$ cat src/rtl/pcileech_sysctl_if.sv
`default_nettype none
// ============================================================================
// Module      : pcileech_sysctl_if
// Description : Signal bundle between the system-control block and its
//               surroundings (PCIe sideband pads, LED channels, wake request,
//               free-running tick counter and the generated resets).
//   master modport : the surrounding logic / pads (drives the inputs)
//   slave  modport : pcileech_sysctl (drives the outputs)
//   pcie_perst_n  PERST# from pad, asynchronous to clk
//   pcie_present  card-present strap
//   led_act       per-channel activity
//   led_blink_en  per-channel power-on blink enable
//   wake_req      single-clock wake request
//   tickcount64   free-running clock count
//   rst_out       active-high downstream system reset
//   pcie_rst      active-high PCIe-core reset
//   perst_sync_n  PERST# synchronised to clk
//   led           LED drive, 1 = lit
//   pcie_wake_n   WAKE# drive, active-low
// Revision    : 1.0 - initial release
// ============================================================================
interface pcileech_sysctl_if #(
    parameter int NUM_LED = 2
);
    logic               pcie_perst_n;
    logic               pcie_present;
    logic [NUM_LED-1:0] led_act;
    logic [NUM_LED-1:0] led_blink_en;
    logic               wake_req;
    logic [63:0]        tickcount64;
    logic               rst_out;
    logic               pcie_rst;
    logic               perst_sync_n;
    logic [NUM_LED-1:0] led;
    logic               pcie_wake_n;

    modport master (
        output pcie_perst_n, pcie_present, led_act, led_blink_en, wake_req,
        input  tickcount64, rst_out, pcie_rst, perst_sync_n, led, pcie_wake_n
    );

    modport slave (
        input  pcie_perst_n, pcie_present, led_act, led_blink_en, wake_req,
        output tickcount64, rst_out, pcie_rst, perst_sync_n, led, pcie_wake_n
    );
endinterface
`default_nettype wire

$ cat src/rtl/pcileech_sysctl.sv
`default_nettype none
// ============================================================================
// Module      : pcileech_sysctl
// Description : System control: free-running 64-bit tick counter, PERST#
//               synchroniser, reset sequencer (HOLD/RUN/PERST/PREL) producing
//               rst_out and pcie_rst, stretched activity LEDs with power-on
//               blink, and a bounded WAKE# pulse generator.
// Ports       :
//   clk    in  : system clock, all logic on rising edge
//   rst_n  in  : asynchronous active-low reset
//   bus    slave modport of pcileech_sysctl_if (NUM_LED must match)
// Revision    : 1.0 - initial release
// ============================================================================
module pcileech_sysctl #(
    parameter int RST_HOLD_CYCLES   = 64,
    parameter int PERST_HOLD_CYCLES = 256,
    parameter int NUM_LED           = 2,
    parameter int STRETCH_BITS      = 22,
    parameter int BLINK_BIT         = 24,
    parameter int BLINK_WINDOW_BIT  = 27,
    parameter int WAKE_PULSE_CYCLES = 1024
) (
    input  logic                clk,
    input  logic                rst_n,
    pcileech_sysctl_if.slave    bus
);

    typedef enum logic [1:0] {
        S_HOLD  = 2'd0,
        S_RUN   = 2'd1,
        S_PERST = 2'd2,
        S_PREL  = 2'd3
    } state_t;

    localparam int c_WAKE_W = $clog2(WAKE_PULSE_CYCLES + 1);

    localparam logic [15:0]         c_HOLD_LAST = 16'(RST_HOLD_CYCLES - 1);
    // The PERST->PREL edge is itself the first clock after perst_sync_n rose,
    // so PREL terminates one count early to release pcie_rst exactly
    // PERST_HOLD_CYCLES clocks after the synchronised rising edge.
    localparam logic [15:0]         c_PREL_LAST = 16'(PERST_HOLD_CYCLES - 2);
    localparam logic [c_WAKE_W-1:0] c_WAKE_LAST = c_WAKE_W'(WAKE_PULSE_CYCLES - 1);

    // ------------------------------------------------------------------------
    // Tick counter
    // ------------------------------------------------------------------------
    logic [63:0] r_tick;

    always_ff @(posedge clk or negedge rst_n) begin
        if (!rst_n) begin
            r_tick <= '0;
        end else begin
            r_tick <= r_tick + 64'd1;
        end
    end

    assign bus.tickcount64 = r_tick;

    // ------------------------------------------------------------------------
    // PERST# synchroniser
    // ------------------------------------------------------------------------
    logic r_sync1;
    logic r_sync2;

    always_ff @(posedge clk or negedge rst_n) begin
        if (!rst_n) begin
            r_sync1 <= 1'b0;
            r_sync2 <= 1'b0;
        end else begin
            r_sync1 <= bus.pcie_perst_n;
            r_sync2 <= r_sync1;
        end
    end

    assign bus.perst_sync_n = r_sync2;

    // High on the edge at which perst_sync_n goes 0->1.
    logic w_perst_rise;
    assign w_perst_rise = r_sync1 & ~r_sync2;

    // ------------------------------------------------------------------------
    // Reset sequencer
    // ------------------------------------------------------------------------
    state_t      r_state;
    state_t      w_state_nxt;
    logic [15:0] r_seq_cnt;
    logic [15:0] w_seq_cnt_nxt;
    logic        r_rst_out;
    logic        r_pcie_rst;

    always_ff @(posedge clk or negedge rst_n) begin
        if (!rst_n) begin
            r_state    <= S_HOLD;
            r_seq_cnt  <= '0;
            r_rst_out  <= 1'b1;
            r_pcie_rst <= 1'b1;
        end else begin
            r_state    <= w_state_nxt;
            r_seq_cnt  <= w_seq_cnt_nxt;
            r_rst_out  <= (w_state_nxt == S_HOLD);
            r_pcie_rst <= (w_state_nxt != S_RUN);
        end
    end

    always_comb begin
        w_state_nxt   = r_state;
        w_seq_cnt_nxt = r_seq_cnt + 16'd1;
        case (r_state)
            S_HOLD: begin
                if (r_seq_cnt == c_HOLD_LAST) begin
                    w_seq_cnt_nxt = '0;
                    w_state_nxt   = r_sync2 ? S_RUN : S_PERST;
                end
            end
            S_RUN: begin
                w_seq_cnt_nxt = '0;
                if (!r_sync2) begin
                    w_state_nxt = S_PERST;
                end
            end
            S_PERST: begin
                w_seq_cnt_nxt = '0;
                if (r_sync2) begin
                    w_state_nxt = S_PREL;
                end
            end
            S_PREL: begin
                if (!r_sync2) begin
                    w_seq_cnt_nxt = '0;
                    w_state_nxt   = S_PERST;
                end else if (r_seq_cnt == c_PREL_LAST) begin
                    w_seq_cnt_nxt = '0;
                    w_state_nxt   = S_RUN;
                end
            end
            default: begin
                w_seq_cnt_nxt = '0;
                w_state_nxt   = S_HOLD;
            end
        endcase
    end

    assign bus.rst_out  = r_rst_out;
    // An absent card keeps the core in reset without waiting for a clock.
    assign bus.pcie_rst = r_pcie_rst | ~bus.pcie_present;

    // ------------------------------------------------------------------------
    // LEDs: activity stretch with power-on blink overlay
    // ------------------------------------------------------------------------
    logic               w_blink;
    logic [NUM_LED-1:0] w_led_nxt;
    logic [NUM_LED-1:0] r_led;

    assign w_blink = r_tick[BLINK_BIT] & (r_tick[63:BLINK_WINDOW_BIT] == '0);

    genvar gi;
    generate
        for (gi = 0; gi < NUM_LED; gi++) begin : g_led
            logic [STRETCH_BITS-1:0] r_stretch;

            always_ff @(posedge clk or negedge rst_n) begin
                if (!rst_n) begin
                    r_stretch <= '0;
                end else if (bus.led_act[gi]) begin
                    r_stretch <= '1;
                end else if (r_stretch != '0) begin
                    r_stretch <= r_stretch - STRETCH_BITS'(1);
                end
            end

            assign w_led_nxt[gi] = (r_stretch != '0) ^ (w_blink & bus.led_blink_en[gi]);
        end
    endgenerate

    always_ff @(posedge clk or negedge rst_n) begin
        if (!rst_n) begin
            r_led <= '0;
        end else begin
            r_led <= w_led_nxt;
        end
    end

    assign bus.led = r_led;

    // ------------------------------------------------------------------------
    // WAKE# pulse
    // ------------------------------------------------------------------------
    logic                r_wake_n;
    logic [c_WAKE_W-1:0] r_wake_cnt;
    logic                w_wake_start;

    assign w_wake_start = bus.wake_req & r_wake_n & bus.pcie_present & (r_state != S_HOLD);

    always_ff @(posedge clk or negedge rst_n) begin
        if (!rst_n) begin
            r_wake_n   <= 1'b1;
            r_wake_cnt <= '0;
        end else if (!r_wake_n) begin
            // Host came out of PERST# on its own: the wake has served its purpose.
            if (w_perst_rise || (r_wake_cnt == c_WAKE_LAST)) begin
                r_wake_n   <= 1'b1;
                r_wake_cnt <= '0;
            end else begin
                r_wake_cnt <= r_wake_cnt + c_WAKE_W'(1);
            end
        end else if (w_wake_start) begin
            r_wake_n   <= 1'b0;
            r_wake_cnt <= '0;
        end
    end

    assign bus.pcie_wake_n = r_wake_n;

endmodule
`default_nettype wire
$ cat src/flat_wrapper.sv
// flat-port wrapper written by rule: the top's interface ports become plain ports
module pcileech_sysctl_flat 
#(
    parameter int RST_HOLD_CYCLES   = 64,
    parameter int PERST_HOLD_CYCLES = 256,
    parameter int NUM_LED           = 2,
    parameter int STRETCH_BITS      = 22,
    parameter int BLINK_BIT         = 24,
    parameter int BLINK_WINDOW_BIT  = 27,
    parameter int WAKE_PULSE_CYCLES = 1024
)
  (clk, rst_n, bus_pcie_perst_n, bus_pcie_present, bus_led_act, bus_led_blink_en, bus_wake_req, bus_tickcount64, bus_rst_out, bus_pcie_rst, bus_perst_sync_n, bus_led, bus_pcie_wake_n);
  pcileech_sysctl_if #(.NUM_LED(NUM_LED)) bus_i ();
  input  logic clk;
  input  logic rst_n;
  input wire logic [$bits(bus_i.pcie_perst_n)-1:0] bus_pcie_perst_n;
  input wire logic [$bits(bus_i.pcie_present)-1:0] bus_pcie_present;
  input wire logic [$bits(bus_i.led_act)-1:0] bus_led_act;
  input wire logic [$bits(bus_i.led_blink_en)-1:0] bus_led_blink_en;
  input wire logic [$bits(bus_i.wake_req)-1:0] bus_wake_req;
  output wire logic [$bits(bus_i.tickcount64)-1:0] bus_tickcount64;
  output wire logic [$bits(bus_i.rst_out)-1:0] bus_rst_out;
  output wire logic [$bits(bus_i.pcie_rst)-1:0] bus_pcie_rst;
  output wire logic [$bits(bus_i.perst_sync_n)-1:0] bus_perst_sync_n;
  output wire logic [$bits(bus_i.led)-1:0] bus_led;
  output wire logic [$bits(bus_i.pcie_wake_n)-1:0] bus_pcie_wake_n;
  assign bus_i.pcie_perst_n = bus_pcie_perst_n;
  assign bus_i.pcie_present = bus_pcie_present;
  assign bus_i.led_act = bus_led_act;
  assign bus_i.led_blink_en = bus_led_blink_en;
  assign bus_i.wake_req = bus_wake_req;
  assign bus_tickcount64 = bus_i.tickcount64;
  assign bus_rst_out = bus_i.rst_out;
  assign bus_pcie_rst = bus_i.pcie_rst;
  assign bus_perst_sync_n = bus_i.perst_sync_n;
  assign bus_led = bus_i.led;
  assign bus_pcie_wake_n = bus_i.pcie_wake_n;
  pcileech_sysctl #(.RST_HOLD_CYCLES(RST_HOLD_CYCLES), .PERST_HOLD_CYCLES(PERST_HOLD_CYCLES), .NUM_LED(NUM_LED), .STRETCH_BITS(STRETCH_BITS), .BLINK_BIT(BLINK_BIT), .BLINK_WINDOW_BIT(BLINK_WINDOW_BIT), .WAKE_PULSE_CYCLES(WAKE_PULSE_CYCLES)) u_core (.clk(clk), .rst_n(rst_n), .bus(bus_i));
endmodule
$ cat config.mk
export PLATFORM = sky130hd
export DESIGN_NAME = pcileech_sysctl_flat
export DESIGN_NICKNAME = d
export VERILOG_FILES = /design/src/rtl/pcileech_sysctl_if.sv /design/src/rtl/pcileech_sysctl.sv /design/src/flat_wrapper.sv
export SDC_FILE = /design/constraint.sdc
export NUM_CORES = 1
export LEC_CHECK = 0
export CAP_MARGIN = 20
export CORE_MARGIN = 8
export CORE_UTILIZATION = 30
export DETAILED_ROUTE_END_ITERATION = 16
export GPL_TIMING_DRIVEN = 0
export PLACE_DENSITY_LB_ADDON = 0.08
export SLEW_MARGIN = 20
export SYNTH_ARGS = -nofsm -noshare
export SYNTH_HDL_FRONTEND = slang
export SYNTH_SLANG_ARGS = --single-unit
$ cat constraint.sdc
create_clock -name clk -period 4.8 [get_ports clk]
set_input_delay 0.72 -clock clk [delete_from_list [all_inputs] [get_ports clk]]
set_output_delay 0.72 -clock clk [all_outputs]
set_load 0.05 [all_outputs]
==> impl_metrics.csv <==
group,metric,value,unit
grt,grt_use_met1,16.9,%
timing,relSlewSlack,40.2,%
routing,viasPerCell,4.85,
synth,yosysUniqueCellTypes,53,
layout,fill_cells,2309,
grt,track_usage,13.0,%
cts,cts_made_buffers,17,
min_path,hold_class,"primary input to async pin",
timing,setup_viol,0,
cts,clk_latency,0.42,ns
grt,grt-ovfl-total,0,
placement,io_buffers,78,
routing,wirelength,17600,um
layout,design_area,0.00894,mm^2
critical_path,required,4.08,ns
critical_path,r2r_slack,2.47,ns
layout,seq_area,0.00361,mm^2
routing,ant_nets,0,
synth,syn_nets,712,
grt,grt_max_degree,75,
grt,use_met3,3.30,%
synth,yosysWarnings,0,
synth,synth-seq-cells,144,
critical_path,critPathSlowestCell,"clkdlybuf4s50_1",
routing,routedWlPerCell,15.6,um
run_status,status,"complete, no violations",
critical_path,startpoint,"bus_pcie_present",
critical_path,arrival,2.02,ns
critical_path,worstPathMaxFanout,2,
placement,dp_cells,1095,
pwr,power_density,307,mW/mm^2
layout,instances_no_fill,1127,
floorplanning,core,0.0233,mm^2
cts,clkTransAtPathRegs,0.06,ns
cts,clockBufferDepth,2,
synth,synth_top_area_share,49.9,%
timing,hold_viol_final,0,
cts,root_buffer,"clkbuf_16",
routing,remaining_drc_errors,0,
synth,synth_area_leaders,"dfrtp_1 50%, xor2_1 6.3%, xnor2_1 6.0%",
pwr,p_int,2170,uW
floorplanning,std_cell_rows,56,
pwr,peakVddDrop,188,uV
timing,max_freq,366,MHz
critical_path,critical_path_class,"primary input to output port",
placement,place_congestion,0.793,
cts,cts.sinks,144,
synth,netlist_instances,697,
grt,busiest_layer,"met2",
synth,post-synth-top-area-cell,"dfrtp_1",
pwr,combPwrFrac,2.1,%
pwr,pwr-share-seq,44.6,%
placement,dp_hpwl,12500,um
layout,diodes,0,
pwr,p_sw_share,21.1,%
timing,finalCriticalPeriod,2.74,ns
timing,setup_tns,0,ns
placement,dpl_cell_area,0.00828,mm^2
timing,hold-worst-slack,0.246,ns
cts,cts-hold-fix-buffers,0,
routing,num_vias,5468,
timing,fin_crit_sh,57.0,%
critical_path,max_stage_delay,0.80,ns
layout,post-route-util,38.3,%
critical_path,cp-end-kind,"output port",
pwr,p_sw,579,uW
pwr,static-leakage-power,0.00341,uW
job,drv_cap,0,
routing,first_iter_violations,259,
cts,cts-resized-gates,0,
pwr,pwr-share-clk,53.3,%
layout,drive_gt1_share,7.92,%
layout,multi_input_area,0.00330,mm^2
timing,final.setup_skew,0.0103,ns
cts,cts_tree,"built",
critical_path,path_common_cell,"clkdlybuf4s50_1",
synth,yosysSeqAreaShare,51.1,%
layout,syn_to_final_growth,26.5,%
grt,use_met2,20.7,%
grt,antenna_found_initial,0,
critical_path,crit_chain,"clkdlybuf4s50_1 -> nand2b_1 -> clkdlybuf4s50_1",
grt,grt_first_pass_wirelength,30100,um
synth,synth_area,0.00707,mm^2
floorplanning,io_pins,79,
critical_path,critPathLaunchType,"primary input",
floorplanning,die_h,169,um
routing,drtPass1Iterations,4,
floorplanning,start_util,30.3,%
timing,rsz0062_at_grt,"false",
floorplanning,die_w,169,um
timing,max_slew.worst_pin.slew,0.890,ns
cts,cts_setup_buffers,0,
cts,htree_levels,4,
critical_path,timing.rr.start,"u_core.g_led[0].r_stretch[16]",
floorplanning,dieArea,0.0287,mm^2
grt,grt_pass1_vias,5802,
synth,syn_area_per_cell,10.1,um^2
layout,nets,810,
timing,slew_viol_final,0,
stage by stage:
step,worst slack [ns],power [uW]
floorplan,2.59,1260
global placement,-3.13,1300
detailed placement,2.05,1310
CTS,2.05,2800
global route,2.03,2850
finish,2.06,2750
layout by cell type (no fill, tap or decap), drive strengths merged, types with 3 or more instances in the layout:
master           n
a21oi            7
and2             5
and3             9
buf              6
bufinv           4
clkbuf          31
clkdlybuf4s50   77
clkinv           4
clkinvlp         3
dfrtp          141
dfstp            3
ha               6
inv             23
mux2i            6
nand2           68
nand2b          13
nand3           45
nand4           28
nor2            71
nor2b            9
nor3            37
nor4            30
nor4b            3
o211ai           7
o21ai           22
o311ai           3
o31ai           12
or2              5
or3              6
or4             10
xnor2           48
xor2            51
power groups by stage:
stage | Clock [uW] | Combinational [uW] | Sequential [uW]
floorplan | 0 | 16.4 | 1250
global placement | 0 | 57.6 | 1250
detailed placement | 0 | 61.8 | 1250
CTS | 1510 | 62.2 | 1220
global route | 1560 | 68.2 | 1220
finish | 1460 | 58.2 | 1220
synthesized netlist by cell type (all sizes together):
library cell	instances
dfrtp	141
nor2	71
nand2	68
xor2	51
xnor2	48
nand3	45
nor3	37
nor4	30
nand4	28
inv	22
o21ai	22
nand2b	13
o31ai	12
clkbuf	10
or4	10
and3	9
nor2b	9
a21oi	7
o211ai	7
ha	6
mux2i	6
or3	6
and2	5
or2	5
buf	4
dfstp	3
nor4b	3
o311ai	3
a211o	2
a22o	2
a31oi	2
a311o	1
a41oi	1
and2b	1
and4	1
clkinv	1
nand3b	1
nor3b	1
o2111ai	1
o41a	1
or3b	1
worst max-delay path, delay by kind of cell:
kind	cells	cell delay, ns
and+or+nand+nor	1	0.07
buffers and inverters	2	1.22
state kept, by name, summed over array words and instances (netlist names):
register / cells
u_core.bus.rst_out: 1
u_core.bus.tickcount64: 64
u_core.bus.perst_sync_n: 1
u_core.r_pcie_rst: 1
u_core.r_sync1: 1
u_core.r_seq_cnt: 16
u_core.r_state: 2
u_core.bus.led: 2
u_core.bus.pcie_wake_n: 1
u_core.g_led.r_stretch: 44
u_core.r_wake_cnt: 11
logic make-up after synthesis:
group | after synthesis | synth area share, %
flip-flops | 144 | 51.1
multiplexers | 6 | 0.850
XOR/XNOR | 99 | 12.3
AO/OA/AOI/OAI | 61 | 6.18
buffers and inverters | 37 | 2.21
AND/OR/NAND/NOR | 344 | 26.4
adder cells (fa/ha/maj) | 6 | 1.06
worst paths after layout:
kind	endpoint	cells after the start
worst max-delay path	bus_pcie_rst	3
worst min-delay path	u_core.r_seq_cnt[10]	1
worst max register to register	u_core.g_led[0].r_stretch[9]	5
worst min register to register	u_core.bus.perst_sync_n	0
max in group asynchronous	u_core.g_led[0].r_stretch[20]	2
min in group clk	u_core.bus.perst_sync_n	0
routing by layer:
| layer | share of wire (%) | wire, um |
|---|---|---|
| met4 | 1.3 | 237 |
| met3 | 3.9 | 690 |
| met2 | 46 | 8100 |
| met1 | 49 | 8550 |
| met5 | 0 | 0 |
cell type report:
type                       count  share of cell area, %
clock inverter                11                   1.99
tap                          319                   4.47
multi-input combinational    516                   37.0
buffer                        14                  0.784
timing repair buffer          79                   9.10
clock buffer                  21                   5.38
sequential                   144                   40.4
inverter                      23                  0.966
(Power assumes the default switching activity.)
==> RTL edit, RTL diff (same settings) <==
Reset style: synchronous (`rst_n`), changed in 6 clocked blocks. Comments in the files are not updated.
--- a/src/rtl/pcileech_sysctl.sv
+++ b/src/rtl/pcileech_sysctl.sv
@@ -46,7 +46,7 @@
     // ------------------------------------------------------------------------
     logic [63:0] r_tick;
 
-    always_ff @(posedge clk or negedge rst_n) begin
+    always_ff @(posedge clk) begin
         if (!rst_n) begin
             r_tick <= '0;
         end else begin
@@ -62,7 +62,7 @@
     logic r_sync1;
     logic r_sync2;
 
-    always_ff @(posedge clk or negedge rst_n) begin
+    always_ff @(posedge clk) begin
         if (!rst_n) begin
             r_sync1 <= 1'b0;
             r_sync2 <= 1'b0;
@@ -88,7 +88,7 @@
     logic        r_rst_out;
     logic        r_pcie_rst;
 
-    always_ff @(posedge clk or negedge rst_n) begin
+    always_ff @(posedge clk) begin
         if (!rst_n) begin
             r_state    <= S_HOLD;
             r_seq_cnt  <= '0;
@@ -158,7 +158,7 @@
         for (gi = 0; gi < NUM_LED; gi++) begin : g_led
             logic [STRETCH_BITS-1:0] r_stretch;
 
-            always_ff @(posedge clk or negedge rst_n) begin
+            always_ff @(posedge clk) begin
                 if (!rst_n) begin
                     r_stretch <= '0;
                 end else if (bus.led_act[gi]) begin
@@ -172,7 +172,7 @@
         end
     endgenerate
 
-    always_ff @(posedge clk or negedge rst_n) begin
+    always_ff @(posedge clk) begin
         if (!rst_n) begin
             r_led <= '0;
         end else begin
@@ -191,7 +191,7 @@
 
     assign w_wake_start = bus.wake_req & r_wake_n & bus.pcie_present & (r_state != S_HOLD);
 
-    always_ff @(posedge clk or negedge rst_n) begin
+    always_ff @(posedge clk) begin
         if (!rst_n) begin
             r_wake_n   <= 1'b1;
             r_wake_cnt <= '0;
Check against the original RTL: differs if rst_n is asserted again (counterexample within 4 cycles, from zero or initial values and one cycle with rst_n low); with rst_n held inactive, the same outputs for 10 cycles.
==> RTL edit against the unedited design <==
Routed wire length up 7.6%. Synthesized cell count rose by 18%. Area after synthesis shrank 3.1%. Setup slack got worse by 9.4 ps. Cell area shrank 4.1%. Sequential cell count did not move. Via count up 13%.
Power is not compared: it rests on default switching activity, and its combinational part moved more than twofold at a synthesized area within 25%.
==> RTL edit: results (changes against the unedited design) <==
stage,metric,value,unit,change
outcome,status,finished clean,,unchanged
placement,place_congestion,0.759,,was 0.793
worst_setup_path,rrSetupSlack,2090,ps,was 2470 ps
worst_setup_path,r2r-end,u_core.bus.tickcount64[62],,was u_core.g_led[0].r_stretch[9]
drt,vias,6176,,was 5468
worst_setup_path,crit_slowest_cell,clkdlybuf4s50_1,,unchanged
clock_tree,clk_latency,420,ps,about the same
synth,synth-seq-area-share,42.1,%,was 51.1%
placement,hpwlAfterDp,13500,um,was 12500 um
cells_and_area,largest_reg_flops,64,,unchanged
global_route,antenna_found_initial,0,,unchanged
synth,async_flop_share,0,%,was 100%
clock_tree,clock_path_buffers,2,,unchanged
worst_hold_path,hp-class,reg2reg,,was in2async
cells_and_area,nNetsFinal,933,,was 810
worst_hold_path,hold_start,u_core.bus.perst_sync_n,,
worst_setup_path,crit_fanout,2,,unchanged
clock_tree,clk_pin_slew_worst_paths,60,ps,about the same
timing,tightest_slew,1000,ps,was 890 ps
synth,synth_nets,838,,was 712
worst_hold_path,hold_end,u_core.r_pcie_rst,,
clock_tree,cts_resized,0,,unchanged
drt,first_pass_iters,5,,was 4
global_route,grt_max_degree,17,,was 75
power_and_ir_drop,ir_drop,226,uV,
cells_and_area,drive_gt1_share,4.51,%,was 7.92%
drt,drt_iter0_markers,345,,was 259
drt,routedWlPerCell,15.6,um,about the same
worst_hold_path,holdPathStages,1,,
power_and_ir_drop,total_leakage_power,2.76,nW,
worst_setup_path,r2r_start,u_core.bus.tickcount64[18],,was u_core.g_led[0].r_stretch[16]
clock_tree,cts_setup_buffers,0,,unchanged
global_route,grtUsageTotal,13.7,%,was 13.0%
cells_and_area,n_fill_cell,2346,,was 2309
power_and_ir_drop,power_switching,0.000650,W,
placement,portBuffers,76,,was 78
clock_tree,htreeDepth,4,,unchanged
worst_setup_path,crit_path_max_incr_delay,790,ps,
worst_setup_path,cp.arrival,2030,ps,
global_route,grt_pass1_wl,31700,um,was 30100 um
worst_setup_path,rr_worst_depth,7,,was 5
clock_tree,cts_buffers,17,,unchanged
synth,netlist_top_cells_count,"144 x dfxtp_1, 94 x nor2_1, 54 x xnor2_1",,"was 141 x dfrtp_1, 70 x nor2_1, 68 x nand2_1"
synth,ys_types,47,,was 53
global_route,grt_pass1_vias,6018,,was 5802
synth,yosysWarnings,0,,unchanged
timing,clock_skew,11.2,ps,was 10.3 ps
clock_tree,cts_root_buf,clkbuf_16,,unchanged
cells_and_area,diodes,0,,unchanged
synth,synthTopCellsByArea,"dfxtp_1 42%, xnor2_1 6.9%, nor2_1 5.2%",,"was dfrtp_1 50%, xor2_1 6.3%, xnor2_1 6.0%"
timing,tns,0,ps,unchanged
RTL edit: changes by cell type in the layout (fill, tap and decap cells not counted), moves of 23 or more:
cell / before / now
nor2_1: 70 / 94
clkbuf_1: 10 / 33
dfrtp_1: 141 / 0
a21oi_1: 7 / 51
o21a_1: 0 / 25
nand2_1: 68 / 33
dfxtp_1: 0 / 144
RTL edit: worst max-delay path: cells and delay by family:
family	cells	cell delay, ps
buf+inv	2	1220
simple gates	1	80
RTL edit: worst max-delay path by stage:
stage                                           from                         end  slack (ps)  cells past startpoint
after floorplan           u_core.bus.tickcount64[18]  u_core.bus.tickcount64[60]        2280                      6
after global placement              bus_pcie_present                bus_pcie_rst        2050                      3
after detailed placement            bus_pcie_present                bus_pcie_rst        2040                      3
after CTS                 u_core.bus.tickcount64[18]  u_core.bus.tickcount64[62]        2030                      7
after global routing      u_core.bus.tickcount64[18]  u_core.bus.tickcount64[62]        1820                      7
final                               bus_pcie_present                bus_pcie_rst        2050                      3
RTL edit: per-layer routing:
metal,wire (um),global-route usage (%),vias up
li1,-,-,3165
met2,8610,21.9,105
met3,716,3.64,12
met4,144,3.09,0
met5,0,0,-
met1,9450,18.2,2894
RTL edit: logic make-up after synthesis:
kind of cell	share of synthesized area, %
XOR/XNOR	10.6
adder cells (fa/ha/maj)	1.10
AND/OR/NAND/NOR	28.9
AO/OA/AOI/OAI	13.6
buffers and inverters	3.46
multiplexers	0.146
flip-flops	42.1
RTL edit: power groups by stage:
stage | Sequential [W] | Clock (W) | Combinational [W]
finish | 0.00127 | 0.00136 | 0.000172
global route | 0.00128 | 0.00147 | 0.000194
CTS | 0.00127 | 0.00141 | 0.000175
detailed placement | 0.00130 | 0 | 0.000174
global placement | 0.00130 | 0 | 0.000173
floorplan | 0.00130 | 0 | 0.000116
RTL edit: cell type report:
type                            count  area share [%]
Tap cell                          285            4.16
Timing Repair Buffer               76            8.88
Inverter                           24            1.05
Clock buffer                       21            5.49
Clock inverter                     11            1.59
Buffer                             38            1.71
Multi-Input combinational cell    617            43.5
Sequential cell                   144            33.6
RTL edit: per-stage QoR:
step | cells | setup slack [ps] | instance area (um^2) | hold slack, ps
5_1_grt | 1216 | 1820 | 8570 | 478
3_3_place_gp | 1184 | 2050 | 7960 | 447
6_report | 1216 | 2050 | 8570 | 450
3_5_place_dp | 1184 | 2040 | 7960 | 440
4_1_cts | 1216 | 2030 | 8570 | 456
2_1_floorplan | 823 | 2280 | 6840 | 430
